[src/rtl/hazard_ctrl.sv]
// hazard_ctrl: stall, bubble, forwarding-select and mult/div interlock logic
// for a five-stage MIPS pipeline. It tracks the destination register and
// remaining result latency (Tnew) of the instructions in E, M and W and
// compares them against the operand deadlines (Tuse) of the instruction in D.
// All outputs are combinational from registered state plus the current D inputs.
module hazard_ctrl #(
  parameter int unsigned MULT_CYC = 5,
  parameter int unsigned DIV_CYC  = 10
) (
  input  logic       clk,
  input  logic       rst_n,
  input  logic       D_valid,
  input  logic [4:0] D_RSA,
  input  logic [4:0] D_RTA,
  input  logic [1:0] D_tuse_rs,
  input  logic [1:0] D_tuse_rt,
  input  logic [4:0] D_WA,
  input  logic [1:0] D_tnew,
  input  logic       D_md_start,
  input  logic       D_md_div,
  input  logic       D_md_use,
  output logic       stall,
  output logic       E_clr,
  output logic       md_busy,
  output logic [1:0] fsel_rs_d,
  output logic [1:0] fsel_rt_d,
  output logic [1:0] fsel_rs_e,
  output logic [1:0] fsel_rt_e
);

  // Busy-counter reload values; the counter is 4 bits wide, so DIV_CYC <= 15.
  localparam logic [3:0] MULT_LD = 4'(MULT_CYC);
  localparam logic [3:0] DIV_LD  = 4'(DIV_CYC);

  // Forwarding-select encodings.
  localparam logic [1:0] SEL_NONE = 2'd0;
  localparam logic [1:0] SEL_NEAR = 2'd1;  // E result (D side) / M result (E side)
  localparam logic [1:0] SEL_FAR  = 2'd2;  // M result (D side) / W result (E side)

  // Everything the E stage remembers about its instruction.
  typedef struct packed {
    logic [4:0] wa;
    logic [1:0] tnew;
    logic [4:0] rsa;
    logic [4:0] rta;
    logic       md_start;
    logic       md_div;
  } e_stage_t;

  e_stage_t   e_q;
  e_stage_t   e_d;
  logic [4:0] m_wa;
  logic [1:0] m_tnew;
  logic [4:0] w_wa;
  logic [3:0] md_cnt;

  logic       rs_stall;
  logic       rt_stall;
  logic       data_stall;
  logic       md_stall;

  // Register $0 is hard-wired to zero, so it never produces a dependency.
  function automatic logic hit(input logic [4:0] src, input logic [4:0] dst);
    return (src == dst) && (src != 5'd0);
  endfunction

  // A source stalls when a producer in E or M cannot deliver before its Tuse.
  function automatic logic src_stall(
    input logic       valid,
    input logic [4:0] src,
    input logic [1:0] tuse,
    input logic [4:0] ewa,
    input logic [1:0] etnew,
    input logic [4:0] mwa,
    input logic [1:0] mtnew
  );
    if (!valid || (tuse == 2'd3)) begin
      return 1'b0;
    end
    return (hit(src, ewa) && (etnew > tuse)) || (hit(src, mwa) && (mtnew > tuse));
  endfunction

  // D-side select: the younger producer in E wins over M.
  function automatic logic [1:0] sel_d(
    input logic [4:0] src,
    input logic [4:0] ewa,
    input logic [1:0] etnew,
    input logic [4:0] mwa,
    input logic [1:0] mtnew
  );
    if (hit(src, ewa) && (etnew == 2'd0)) begin
      return SEL_NEAR;
    end
    if (hit(src, mwa) && (mtnew == 2'd0)) begin
      return SEL_FAR;
    end
    return SEL_NONE;
  endfunction

  // E-side select: M result when ready, else the W result.
  function automatic logic [1:0] sel_e(
    input logic [4:0] src,
    input logic [4:0] mwa,
    input logic [1:0] mtnew,
    input logic [4:0] wwa
  );
    if (hit(src, mwa) && (mtnew == 2'd0)) begin
      return SEL_NEAR;
    end
    if (hit(src, wwa)) begin
      return SEL_FAR;
    end
    return SEL_NONE;
  endfunction

  // Freeze decision and forwarding selects from current state and D inputs.
  always_comb begin
    rs_stall   = src_stall(D_valid, D_RSA, D_tuse_rs, e_q.wa, e_q.tnew, m_wa, m_tnew);
    rt_stall   = src_stall(D_valid, D_RTA, D_tuse_rt, e_q.wa, e_q.tnew, m_wa, m_tnew);
    data_stall = rs_stall | rt_stall;
    md_busy    = e_q.md_start | (md_cnt != 4'd0);
    md_stall   = D_valid & D_md_use & md_busy;
    stall      = data_stall | md_stall;
    E_clr      = stall;
    fsel_rs_d  = sel_d(D_RSA, e_q.wa, e_q.tnew, m_wa, m_tnew);
    fsel_rt_d  = sel_d(D_RTA, e_q.wa, e_q.tnew, m_wa, m_tnew);
    fsel_rs_e  = sel_e(e_q.rsa, m_wa, m_tnew, w_wa);
    fsel_rt_e  = sel_e(e_q.rta, m_wa, m_tnew, w_wa);
  end

  // Next E contents: the D instruction, or a bubble when stalled or empty.
  always_comb begin
    // NOTE: default first so every path assigns e_d and no latch is inferred.
    e_d = '0;
    if (D_valid && !stall) begin
      e_d.wa       = D_WA;
      e_d.tnew     = D_tnew;
      e_d.rsa      = D_RSA;
      e_d.rta      = D_RTA;
      e_d.md_start = D_md_start;
      e_d.md_div   = D_md_div;
    end
  end

  // Pipeline shadow: M and W always advance; E takes D or a bubble.
  always_ff @(posedge clk or negedge rst_n) begin
    if (!rst_n) begin
      e_q    <= '0;
      m_wa   <= '0;
      m_tnew <= '0;
      w_wa   <= '0;
    end else begin
      // NOTE: non-blocking so every stage samples the pre-edge value of the one before.
      w_wa   <= m_wa;
      m_wa   <= e_q.wa;
      m_tnew <= (e_q.tnew == 2'd0) ? 2'd0 : e_q.tnew - 2'd1;
      e_q    <= e_d;
    end
  end

  // Mult/div busy counter: reload when an op sits in E, then count down to 0.
  always_ff @(posedge clk or negedge rst_n) begin
    if (!rst_n) begin
      md_cnt <= '0;
    end else if (e_q.md_start) begin
      md_cnt <= e_q.md_div ? DIV_LD : MULT_LD;
    end else if (md_cnt != 4'd0) begin
      md_cnt <= md_cnt - 4'd1;
    end
  end

endmodule
[config.mk]
export PLATFORM = sky130hd
export DESIGN_NAME = hazard_ctrl
export DESIGN_NICKNAME = d
export VERILOG_FILES = /design/src/rtl/hazard_ctrl.sv
export SDC_FILE = /design/constraint.sdc
export NUM_CORES = 1
export LEC_CHECK = 0
export BUFFER_PORTS_ARGS = -buffer_cell sky130_fd_sc_hd__clkbuf_2
export CORE_MARGIN = 2
export CORE_UTILIZATION = 50
export CTS_CLUSTER_SIZE = 16
export DETAILED_ROUTE_END_ITERATION = 10
export PLACE_DENSITY = 0.75
export SYNTH_ARGS = -nofsm -noshare
export SYNTH_HDL_FRONTEND = slang
export SYNTH_SLANG_ARGS = --single-unit
[constraint.sdc]
create_clock -name clk -period 2.05 [get_ports clk]
set_input_delay 0.205 -clock clk [delete_from_list [all_inputs] [get_ports clk]]
set_output_delay 0.205 -clock clk [all_outputs]
set_load 0.01 [all_outputs]
==> run_results.csv <==
group,metric,value,unit
clock_tree,cts_hold_buf,0,
synth,synth_area,2180,µm²
synth,yosysWarnings,0,
power,clockPowerShare,25.2,%
finish,diodes,0,
power,p_per_area,714,nW/µm²
clock_tree,clk_pin_slew_worst_paths,0.07,ns
power,p_seq_share,45.3,%
floorplan,dieHeight,70.0,µm
synth,ys_types,35,
timing,fin_crit_sh,105,%
critical_path,rrSetupSlack,0.13,ns
power,power.leakage,0.00133,µW
flow_run,maxCapViolations,0,
timing,clock_skew,0.00306,ns
placement,placed_cells,299,
finish,drive_gt1_share,36.7,%
global_routing,grt_use_total,20.5,%
routing,drcViolationCount,0,
finish,nets,300,
clock_tree,htree_num_levels,2,
clock_tree,clock-root-buffer,"clkbuf_8",
floorplan,die-area,4900,µm²
timing,hold_violations,2,
routing,via_per_inst,5.27,
global_routing,antenna_found_initial,0,
floorplan,num_io_pins,38,
timing,slew_headroom,45.4,%
synth,ys_ff_latch,35,
synth,syn_nets,248,
timing,layout_min_cycle_time,2.14,ns
timing,maxSlewViolCount,0,
routing,drtIter0Drc,67,
clock_tree,cts_tree,"done",
synth,ys_seq_area_share,40.3,%
timing,whs,-0.00155,ns
timing,fin_ws,-0.0925,ns
synth,async_flop_share,100,%
placement,place_ws,0.102,ns
floorplan,start_util,53.2,%
power,vdd_drop_max,0.442,mV
critical_path,worstPathArrival,1.94,ns
critical_path,path_cells,"ha_4, nor2b_4, o2111ai_2, or3_4, o311ai_4, or2_4, buf_2",
power,p_sw_share,31.7,%
critical_path,rr_worst_depth,7,
finish,fin_cells,314,
floorplan,rows,23,
synth,synth_area_per_cell,10.3,µm²
placement,portBuffers,37,
power,p_switching,593,µW
placement,globalplace.congestion,0.852,
synth,synth.area.top_cells,"dfrtp_1 (40%), xor2_1 (9.3%), nor3_2 (8.7%)",
clock_tree,cts_inserted_buffers,5,
clock_tree,cts.sinks,35,
placement,dp_hpwl,3.53,mm
critical_path,crit_fanout,2,
synth,synth_edf_count,0,
finish,n_fill_cell,336,
timing,rsz0062_at_grt,"true",
synth,yosysTopAreaCellShare,40.3,%
power,intPower,1280,µW
critical_path,endpoint_kind,"primary output",
routing,vias,1656,
critical_path,timing.rr.start,"m_tnew[1]",
timing,worst_pin_slew,0.820,ns
synth,synth_top_area_cell,"dfrtp_1",
critical_path,critPathLaunchType,"flop",
hold_path,hold_class,"input pin to async pin",
synth,yosysMostFrequentCell,"dfrtp_1",
critical_path,path_class,"flop to primary output",
clock_tree,clk_path_buf_depth,2,
critical_path,r2r_end,"e_q[12]",
routing,finalWirelength,4.67,mm
finish,area.growth.synth_to_final,20.6,%
routing,antenna_left,0,
global_routing,grt_max_degree,36,
timing,fmax,0.467,GHz
outcome,outcome,"finished, violations left",
floorplan,core_area,4090,µm²
critical_path,cp_slowest_cell,"dfrtp_1",
global_routing,grt_overflow_total,0,
synth,synth_ff_type,"dfrtp_1",
global_routing,grt_pass1_wl,7.76,mm
critical_path,max_stage_delay,0.41,ns
critical_path,required,1.85,ns
outcome,violations,"negative hold slack, negative setup slack",
synth,synthesis.instances,211,
timing,setup_viol,2,
routing,dr.pass1.iters,4,
global_routing,grt_pass1_vias,1660,
clock_tree,clock_latency,0.29,ns
routing,wl_per_cell,14.9,µm
synth,synthTopCellsByCount,"dfrtp_1 (35), nand2_1 (28), xor2_1 (23), nor3_2 (19), xnor2_1 (19)",
power,combPwrFrac,29.5,%
floorplan,die_w,70.0,µm
[power by group through the flow]
stage / clock network (µW) / logic, µW / registers (µW)
final: 471 / 553 / 849
after detailed placement: 0 / 518 / 862
after global placement: 0 / 500 / 861
after global routing: 521 / 621 / 862
after CTS: 482 / 531 / 848
after floorplan: 0 / 370 / 852
[worst max-delay path, delay by kind of cell, from the launching register on]
kind / cells / cell delay [ns]
AOI/OAI and AO/OA: 2 / 0.17
adders and majority gates: 1 / 0.28
buffers and inverters: 1 / 0.12
DFF: 1 / 0.41
and+or+nand+nor: 3 / 0.67
[flip-flops by register name, summed over array words and instances (netlist names)]
signal  cells
m_tnew      2
md_cnt      4
w_wa        5
m_wa        5
e_q        19
[worst max path at each step]
stage | from | cells after the start | endpoint | slack, ns
finish | m_tnew[1] | 7 | E_clr | -0.09
global route | m_tnew[1] | 7 | E_clr | -0.17
CTS | m_tnew[1] | 7 | stall | -0.14
detailed placement | D_RTA[1] | 7 | stall | 0.10
global placement | D_RTA[1] | 7 | E_clr | 0.11
floorplan | e_q[13] | 7 | stall | 0.01
[per-stage QoR]
| stage | TNS, ns | area [µm²] | hold slack [ns] | power [µW] | utilization, % |
|---|---|---|---|---|---|
| finish | -0.185 | 2620 | -0.00155 | 1870 | 64.2 |
| global route | -0.380 | 2620 | 0.0728 | 2000 | 64.2 |
| CTS | -0.282 | 2550 | 0.0353 | 1860 | 62.4 |
| detailed placement | 0 | 2430 | 0.344 | 1380 | 59.5 |
| global placement | 0 | 2430 | 0.339 | 1360 | 59.5 |
| floorplan | 0 | 2180 | -0.0906 | 1220 | - |
[placed cells by master, fill, tap and decap left out, types with 2 or more instances in the layout]
cell and n:
inv_1 8, dfrtp_1 35, nand4_1 3, buf_4 17, nor2_1 6, xor2_1 23
nand3_1 6, buf_2 4, nor2b_1 3, nor4_1 4, ha_1 9, nor3_1 5
or4_4 3, nand2_1 28, nor3_2 20, nor4_2 3, a21oi_1 3, xnor2_1 19
clkbuf_2 33, or4_1 3, clkbuf_8 5, clkbuf_1 2, o21ai_0 2
[final cells by class]
type	instances	area, µm²	area share, %
Clock buffer	7	76.3	2.91
Clock inverter	1	5.00	0.191
Timing Repair Buffer	54	313	11.9
Tap cell	50	62.6	2.38
Inverter	8	30.0	1.14
Sequential cell	35	876	33.4
Multi-Input combinational cell	159	1260	48.1
[repair_timing]
action,4_1_cts,5_1_grt
buffers inserted,5,2
endpoints found under the setup margin,4,6
resized for setup,1,14
pin swaps,2,8
[per-layer routing]
metal  global-route usage, %  share of wire [%]
met5                       0                  0
met4                    6.20                1.6
met3                    5.77                3.3
met2                    36.2                 52
met1                    24.2                 43
[cells by family after synthesis]
kind of cell,synth area share [%]
simple gates,25.4
xor+xnor,16.9
flops,40.3
compound gates,7.25
buf+inv,4.49
fa+ha+maj,5.75
(Power assumes the default switching activity.)
